`config.mk`:
```
export PLATFORM = sky130hd
export DESIGN_NAME = angle_reducer
export DESIGN_NICKNAME = d
export VERILOG_FILES = /design/src/rtl/angle_reducer_pkg.sv /design/src/rtl/angle_reducer.sv
export SDC_FILE = /design/constraint.sdc
export NUM_CORES = 1
export LEC_CHECK = 0
export BUFFER_PORTS_ARGS = -buffer_cell sky130_fd_sc_hd__buf_2
export CAP_MARGIN = 15
export CORE_ASPECT_RATIO = 1.1
export CORE_MARGIN = 2
export CORE_UTILIZATION = 59
export DETAILED_ROUTE_END_ITERATION = 8
export GPL_TIMING_DRIVEN = 0
export HOLD_SLACK_MARGIN = 0.12
export PLACE_DENSITY = 0.81
export SLEW_MARGIN = 20
export SYNTH_ARGS = -nofsm -noshare
export SYNTH_HDL_FRONTEND = slang
export SYNTH_SLANG_ARGS = --single-unit
```
`constraint.sdc`:
```
create_clock -name clk -period 4.8 [get_ports clk]
set_input_delay 0.24 -clock clk [delete_from_list [all_inputs] [get_ports clk]]
set_output_delay 0.24 -clock clk [all_outputs]
set_load 0.02 [all_outputs]
```
`src/rtl/angle_reducer_pkg.sv`:
```
// Shared cosine package: angle constants derived from the fractional width
// and the reducer state encoding, reused by the cosine controller/datapath.
package angle_reducer_pkg;

   // pi scaled by 2^30, rounded; narrower formats are derived from it
   localparam longint PI_Q30 = 64'sd3373259426;

   // Default fixed-point format of the cosine pipeline
   localparam int COS_W    = 16;
   localparam int COS_FRAC = 12;

   // Round-to-nearest pi in Q.frac (valid for frac <= 29)
   function automatic longint pi_fixed(input int frac);
      longint half_lsb;
      half_lsb = 64'sd1 <<< (29 - frac);
      return (PI_Q30 + half_lsb) >>> (30 - frac);
   endfunction

   // pi/2 and 2*pi are taken from the rounded pi so they stay exactly consistent
   function automatic longint half_pi_fixed(input int frac);
      return pi_fixed(frac) >>> 1;
   endfunction

   function automatic longint two_pi_fixed(input int frac);
      return pi_fixed(frac) <<< 1;
   endfunction

   // Constants at the default format: 12868, 6434, 25736
   localparam longint PI      = pi_fixed(COS_FRAC);
   localparam longint HALF_PI = half_pi_fixed(COS_FRAC);
   localparam longint TWO_PI  = two_pi_fixed(COS_FRAC);

   typedef enum logic [1:0] {
      ST_IDLE   = 2'd0,
      ST_REDUCE = 2'd1,
      ST_FOLD   = 2'd2,
      ST_HOLD   = 2'd3
   } red_state_t;

endpackage

```
`src/rtl/angle_reducer.sv`:
```
// Angle range reducer: maps a signed angle to x in [0, pi/2] plus a sign flag
// such that cos(angle) = neg ? -cos(x) : cos(x).
module angle_reducer
   import angle_reducer_pkg::*;
#(
   parameter int W    = 16,
   parameter int FRAC = 12
) (
   input  logic         clk,
   input  logic         rst,
   input  logic         in_valid,
   input  logic [W-1:0] angle,
   output logic         in_ready,
   output logic         out_valid,
   input  logic         out_ready,
   output logic [W-1:0] x_out,
   output logic         neg
);

   localparam longint PI_L      = pi_fixed(FRAC);
   localparam longint HALF_PI_L = half_pi_fixed(FRAC);
   localparam longint TWO_PI_L  = two_pi_fixed(FRAC);

   // One guard bit above W keeps every correction and |a| free of overflow
   localparam logic signed [W:0] PI_S      = PI_L[W:0];
   localparam logic signed [W:0] NEG_PI_S  = -PI_S;
   localparam logic signed [W:0] HALF_PI_S = HALF_PI_L[W:0];
   localparam logic signed [W:0] TWO_PI_S  = TWO_PI_L[W:0];

   red_state_t         state_q, state_d;
   logic signed [W:0]  a_q, a_d;
   logic [W-1:0]       x_out_q, x_out_d;
   logic               neg_q, neg_d;
   logic               in_ready_q, in_ready_d;
   logic               out_valid_q, out_valid_d;
   logic signed [W:0]  m_s;

   // Magnitude of the reduced angle; a lies in [-pi, pi) when it is used
   always_comb begin
      if (a_q[W]) begin
         m_s = -a_q;
      end else begin
         m_s = a_q;
      end
   end

   // Next-state, datapath and output decode
   always_comb begin
      state_d = state_q;
      a_d     = a_q;
      x_out_d = x_out_q;
      neg_d   = neg_q;
      case (state_q)
         ST_IDLE: begin
            if (in_valid) begin
               a_d     = {angle[W-1], angle};
               state_d = ST_REDUCE;
            end else begin
               state_d = ST_IDLE;
            end
         end
         ST_REDUCE: begin
            // A single 2*pi correction per cycle
            if (a_q >= PI_S) begin
               a_d = a_q - TWO_PI_S;
            end else if (a_q < NEG_PI_S) begin
               a_d = a_q + TWO_PI_S;
            end else begin
               state_d = ST_FOLD;
            end
         end
         ST_FOLD: begin
            // Beyond pi/2 use cos(m) = -cos(pi - m)
            if (m_s > HALF_PI_S) begin
               x_out_d = W'(PI_S - m_s);
               neg_d   = 1'b1;
            end else begin
               x_out_d = W'(m_s);
               neg_d   = 1'b0;
            end
            state_d = ST_HOLD;
         end
         ST_HOLD: begin
            if (out_ready) begin
               state_d = ST_IDLE;
            end else begin
               state_d = ST_HOLD;
            end
         end
         default: begin
            state_d = ST_IDLE;
         end
      endcase
      in_ready_d  = (state_d == ST_IDLE);
      out_valid_d = (state_d == ST_HOLD);
   end

   // State and output registers with synchronous active-low reset
   always_ff @(posedge clk) begin
      if (!rst) begin
         state_q     <= ST_IDLE;
         a_q         <= {(W+1){1'b0}};
         x_out_q     <= {W{1'b0}};
         neg_q       <= 1'b0;
         in_ready_q  <= 1'b1;
         out_valid_q <= 1'b0;
      end else begin
         state_q     <= state_d;
         a_q         <= a_d;
         x_out_q     <= x_out_d;
         neg_q       <= neg_d;
         in_ready_q  <= in_ready_d;
         out_valid_q <= out_valid_d;
      end
   end

   assign in_ready  = in_ready_q;
   assign out_valid = out_valid_q;
   assign x_out     = x_out_q;
   assign neg       = neg_q;

endmodule

```
Word level (Yosys, flattened, before mapping). Cells that the tools add are included.

Output and inout port bits: 19. Bits of input ports: 20. Register bits after elaboration: 38. Word-level logic and storage cells: 35.

Equality and inequality tests: 6. Magnitude comparators: 3. Mux-type cells: 12. Reductions and logical operators: 4. Add/subtract/negate cells: 4.

Operators by type and width (count): 17-bit 2-to-1 mux (4); 17-bit case mux with 2 select lines (1); 17-bit by 16-bit adder with 17-bit output (second input constant) (1); 17-bit by 15-bit >= comparator with 1-bit output (second input constant) (1); 17-bit by 14-bit greater-than comparator with 1-bit output (second input constant) (1); 17-bit by 15-bit less-than comparator with 1-bit output (second input constant) (1); 17-bit negation (1); 17-bit by 16-bit subtractor with 17-bit output (second input constant) (1); 16-bit 2-to-1 mux (1); 15-bit by 16-bit subtractor with 16-bit output (first input constant) (1); 2-bit case mux with 4 select lines (1); 2-bit equality test (second input constant) (3); 2-bit 2-to-1 mux (3); 2-bit zero test (2); 3-bit != test (second input constant) (1); 3-bit AND reduction (1); 2-bit by 1-bit equality test with 1-bit output (second input constant) (1); 1-bit 2-to-1 mux (2); 2-bit != test (second input constant) (1); 2-bit nonzero test (1).

Logic depth before layout (Yosys ltp).
Word-level depth: 5. Gate-level depth with buffers: 14. Gate-level depth less buffers: 12.

Worst setup path after synthesis. No wires, ideal clock.

Path kind: flip-flop to flip-flop. From: reg a_q[2]. To: reg a_q[15]. Cell stages (with the launch flop): 15. Setup time: 119 ps. Arrival: 3438 ps. Path slack: 1243 ps. Buffers on the path: 2. Clock period less this slack: 3557 ps. Required time: 4681 ps. Path through: dfxtp_1 clkbuf_1 or4_1 buf_4 a211oi_1 nor3_1 inv_1 ha_1 a21oi_1 nor2b_1 a311o_1 a31o_2 a31oi_1 xor2_1 o21bai_1.

Longest elaborated chain between the ends: 4. Elaborated cells between the ends (all ways): 9. Classes of those cells: add/sub (2); order compare (2); eq/ne (1); mux (3); reduce/logical (1).

RTL lines: start: declaration (RTL line angle_reducer.sv:31) `logic signed [W:0] a_q, a_d;`; start signal: assignment (RTL line angle_reducer.sv:102) `a_q <= {(W+1){1'b0}};`; 17-bit by 16-bit adder with 17-bit output (RTL line angle_reducer.sv:67) `a_d = a_q + TWO_PI_S;`; 17-bit 2-to-1 mux (RTL line angle_reducer.sv:66) `end else if (a_q < NEG_PI_S) begin`; 17-bit 2-to-1 mux (RTL line angle_reducer.sv:64) `if (a_q >= PI_S) begin`; 17-bit case mux with 2 select lines (RTL line angle_reducer.sv:53) `case (state_q)`.

Parallel ways exist; a longest one is shown, timed or not. The select of a mux whose other input is x is not followed. A chain may end at the register's enable or synchronous reset.

Worst setup path after layout.
From: reg a_q[2]. To: reg a_q[16].

The elaborated chain is that of the path after synthesis.

==> metrics.md <==
| Metric | Value |
|---|---|
| Outcome | complete, no violations |
| Worst Path Max Fanout | 11 |
| Share of cells above drive strength 1 | 16.0% |
| Post-synthesis cell area | 3000 µm² |
| Fin nets | roughly 450 |
| EDFF count, synth | 0 |
| Setup TNS | 0 ns |
| Num ports | 39 |
| Initial Utilization | roughly three fifths |
| Area Overhead vs Synth | 12.7% |
| Most numerous cell in the Yosys netlist | dfxtp_1 |
| Total number of vias | 2949 |
| CTS tree | built |
| Post-Syn Instances | ~370 |
| DR WL/cell | 15.9 µm |
| WS Path Type | flip-flop to flip-flop |
| Commonest cells post-synth | 38 x dfxtp_1, 30 x nor2_1, 25 x nand2_1 |
| Iter 0 DRT Violations | ~160 |
| Antenna violations before repair | 0 |
| Rows | 27 |
| Final Skew | ~0.0053 ns |
| H-tree lvl count | 2 |
| Number of port buffers | 38 |
| Worst slew pin tran | 0.918 ns |
| Worst rel slew slack | 38.8% |
| Post-synthesis net count | 403 |
| Area of the multi-input gates | 2080 µm² |
| Class of the worst hold path | primary input to flip-flop |
| CTS buffer count | 5 |
| RSZ-0062 raised after global routing | no |
| Area contributors post-synth | dfxtp_1 25%, ha_1 6.3%, xnor2_1 4.1% |
| Worst reg-to-reg setup slack | 0.66 ns |
| DIE AREA | approximately 5700 µm² |
| Largest net degree at the start of global routing | 14 |
| Cts repair resizes | 0 |
| Library cells used by synthesis | 64 |
| Final period demand of the worst path | 4.14 ns |
| # DRC | 0 |
| Post-Route WL | 7490 µm |
| Worst path arrival time | 4.31 ns |
| Post-synth top area share | between 20% and 30% |
| GP Congestion | between 0.8 and 0.9 |
| Drt first pass iters | 7 |
| Die Wd | 72.0 µm |
| ANT cells | 0 |
| Max Freq | 0.241 GHz |
| Max Cap Viol | 0 |
| Setup crit start kind | flip-flop |
| Vias per cell | 6.26 |
| Clk sink count | 38 |
| Synth Area per Inst | 8.18 µm² |
| Post-synth ARST share | 0% |
| First-pass GRT wire length | 12400 µm |
| Root Driver | clkbuf_8 |
| Post-DP HPWL | 5660 µm |
| Filler cells | 438 |
| WP data required | 4.97 ns |
| Fin Hold WS | 0.164 ns |
| Global-route usage over all layers | between 20 and 30% |
| Overflow after GRT | 0 |
| Post-CTS Setup Inserts | 0 |
| Slew Limit Fails | 0 |
| Yosys reg bits | 38 |
| Sequential share of the synthesized area | 25.3% |
| Clk_lat worst skew | 0.30 ns |
| Synth warn | 0 |
| DRT antenna net count | 0 |
| Number of global-route vias before repair | 2686 |
| Main synth FF type | dfxtp_1 |
| Hold_buf cts | 0 |
| CTS Buffer Depth | 2 |
| Die H | 78.8 µm |
| Hold Vio Cnt, Final | 0 |
| Final worst path period share | between 80% and 90% |
| Final setup fails | 0 |
| Worst setup EP type | flip-flop |
| CTS clk-pin slew, worst paths | 0.08 ns |
| Area leader, netlist | dfxtp_1 |
| Core area | between 4000 and 5000 µm² |
| Sequential cell area | 761 µm² |
-- worst paths after layout --
kind / startpoint / end / cells after the start
setup reg to reg: a_q[2] / a_q[16] / 14
hold / removal: angle[0] / a_q[0] / 3
setup / recovery: a_q[2] / a_q[16] / 14
hold reg to reg: x_out[9] / x_out[9] / 1
-- layer usage --
metal	wire length [µm]	global-route usage [%]
met1	3190	32.5
met2	3810	50.0
met3	331	4.57
met4	159	8.87
met5	0	0
-- flip-flops by register name, summed over array words and instances, names as in the netlist --
| register | flops |
|---|---|
| in_ready | 1 |
| state_q | 2 |
| out_valid | 1 |
| a_q | 17 |
| neg | 1 |
| x_out | 16 |
-- critical path: stages (launching register included) --
cell       delay, ns
dfxtp_1         0.31
clkbuf_1        0.30
or4_1           0.17
buf_4           0.19
a211oi_1        0.11
nor3_2          0.69
inv_1           0.34
ha_1            0.48
nand3_1         0.12
o2111ai_1       0.30
nand2_1         0.15
o21ai_0         0.30
a2111oi_0       0.18
a211oi_1        0.28
a21oi_1         0.10
-- cell families (layout without fill, tap and decap cells) --
kind of cell | count (synthesis) | after routing | share of synthesized area [%]
multiplexers | 5 | 5 | 1.67
flip-flops | 38 | 38 | 25.3
buffers and inverters | 36 | 82 | 5.38
XOR/XNOR | 24 | 24 | 7.75
adder cells (fa/ha/maj) | 16 | 16 | 6.92
AO/OA/AOI/OAI | 113 | 113 | 29.8
AND/OR/NAND/NOR | 135 | 135 | 23.1
-- stage by stage --
step | setup WS (ns) | utilization [%] | instances | instance area, µm²
2_1_floorplan | 1.24 | - | 367 | 3000
3_3_place_gp | 0.232 | 65.7 | 463 | 3260
3_5_place_dp | 0.768 | 65.8 | 463 | 3270
4_1_cts | 0.733 | 68.1 | 471 | 3380
5_1_grt | 0.392 | 68.1 | 471 | 3380
6_report | 0.658 | 68.1 | 471 | 3380
-- area by class of cell --
cell class	instances	share of cell area [%]
buffer	25	3.55
clock buffer	5	2.03
clock inverter	3	1.33
inverter	11	1.22
multi-input combinational	293	61.6
sequential	38	22.5
tap	58	2.14
timing repair buffer	38	5.62
-- cell usage in the layout (no fill, tap or decap), types with 5 or more instances in the layout --
cell and count:
a21oi_1 17, clkbuf_8 5, dfxtp_1 38, nor4_1 5, inv_1 10, nor2_1 30, o21ai_1 13, or3_1 16
buf_2 41, o21ai_0 5, nor2b_1 10, a211oi_1 8, a311oi_1 5, xor2_1 7, xnor2_1 14, clkbuf_1 18
a32o_1 9, mux2i_1 5, nand4_1 5, ha_1 15, a31oi_1 6, a21o_1 5, nand2_1 25, nand3_1 11
nor3_1 12
Power is left out: the tool's default activity adds up to more than one toggle a clock period on the data nets, which glitch-free logic cannot reach.
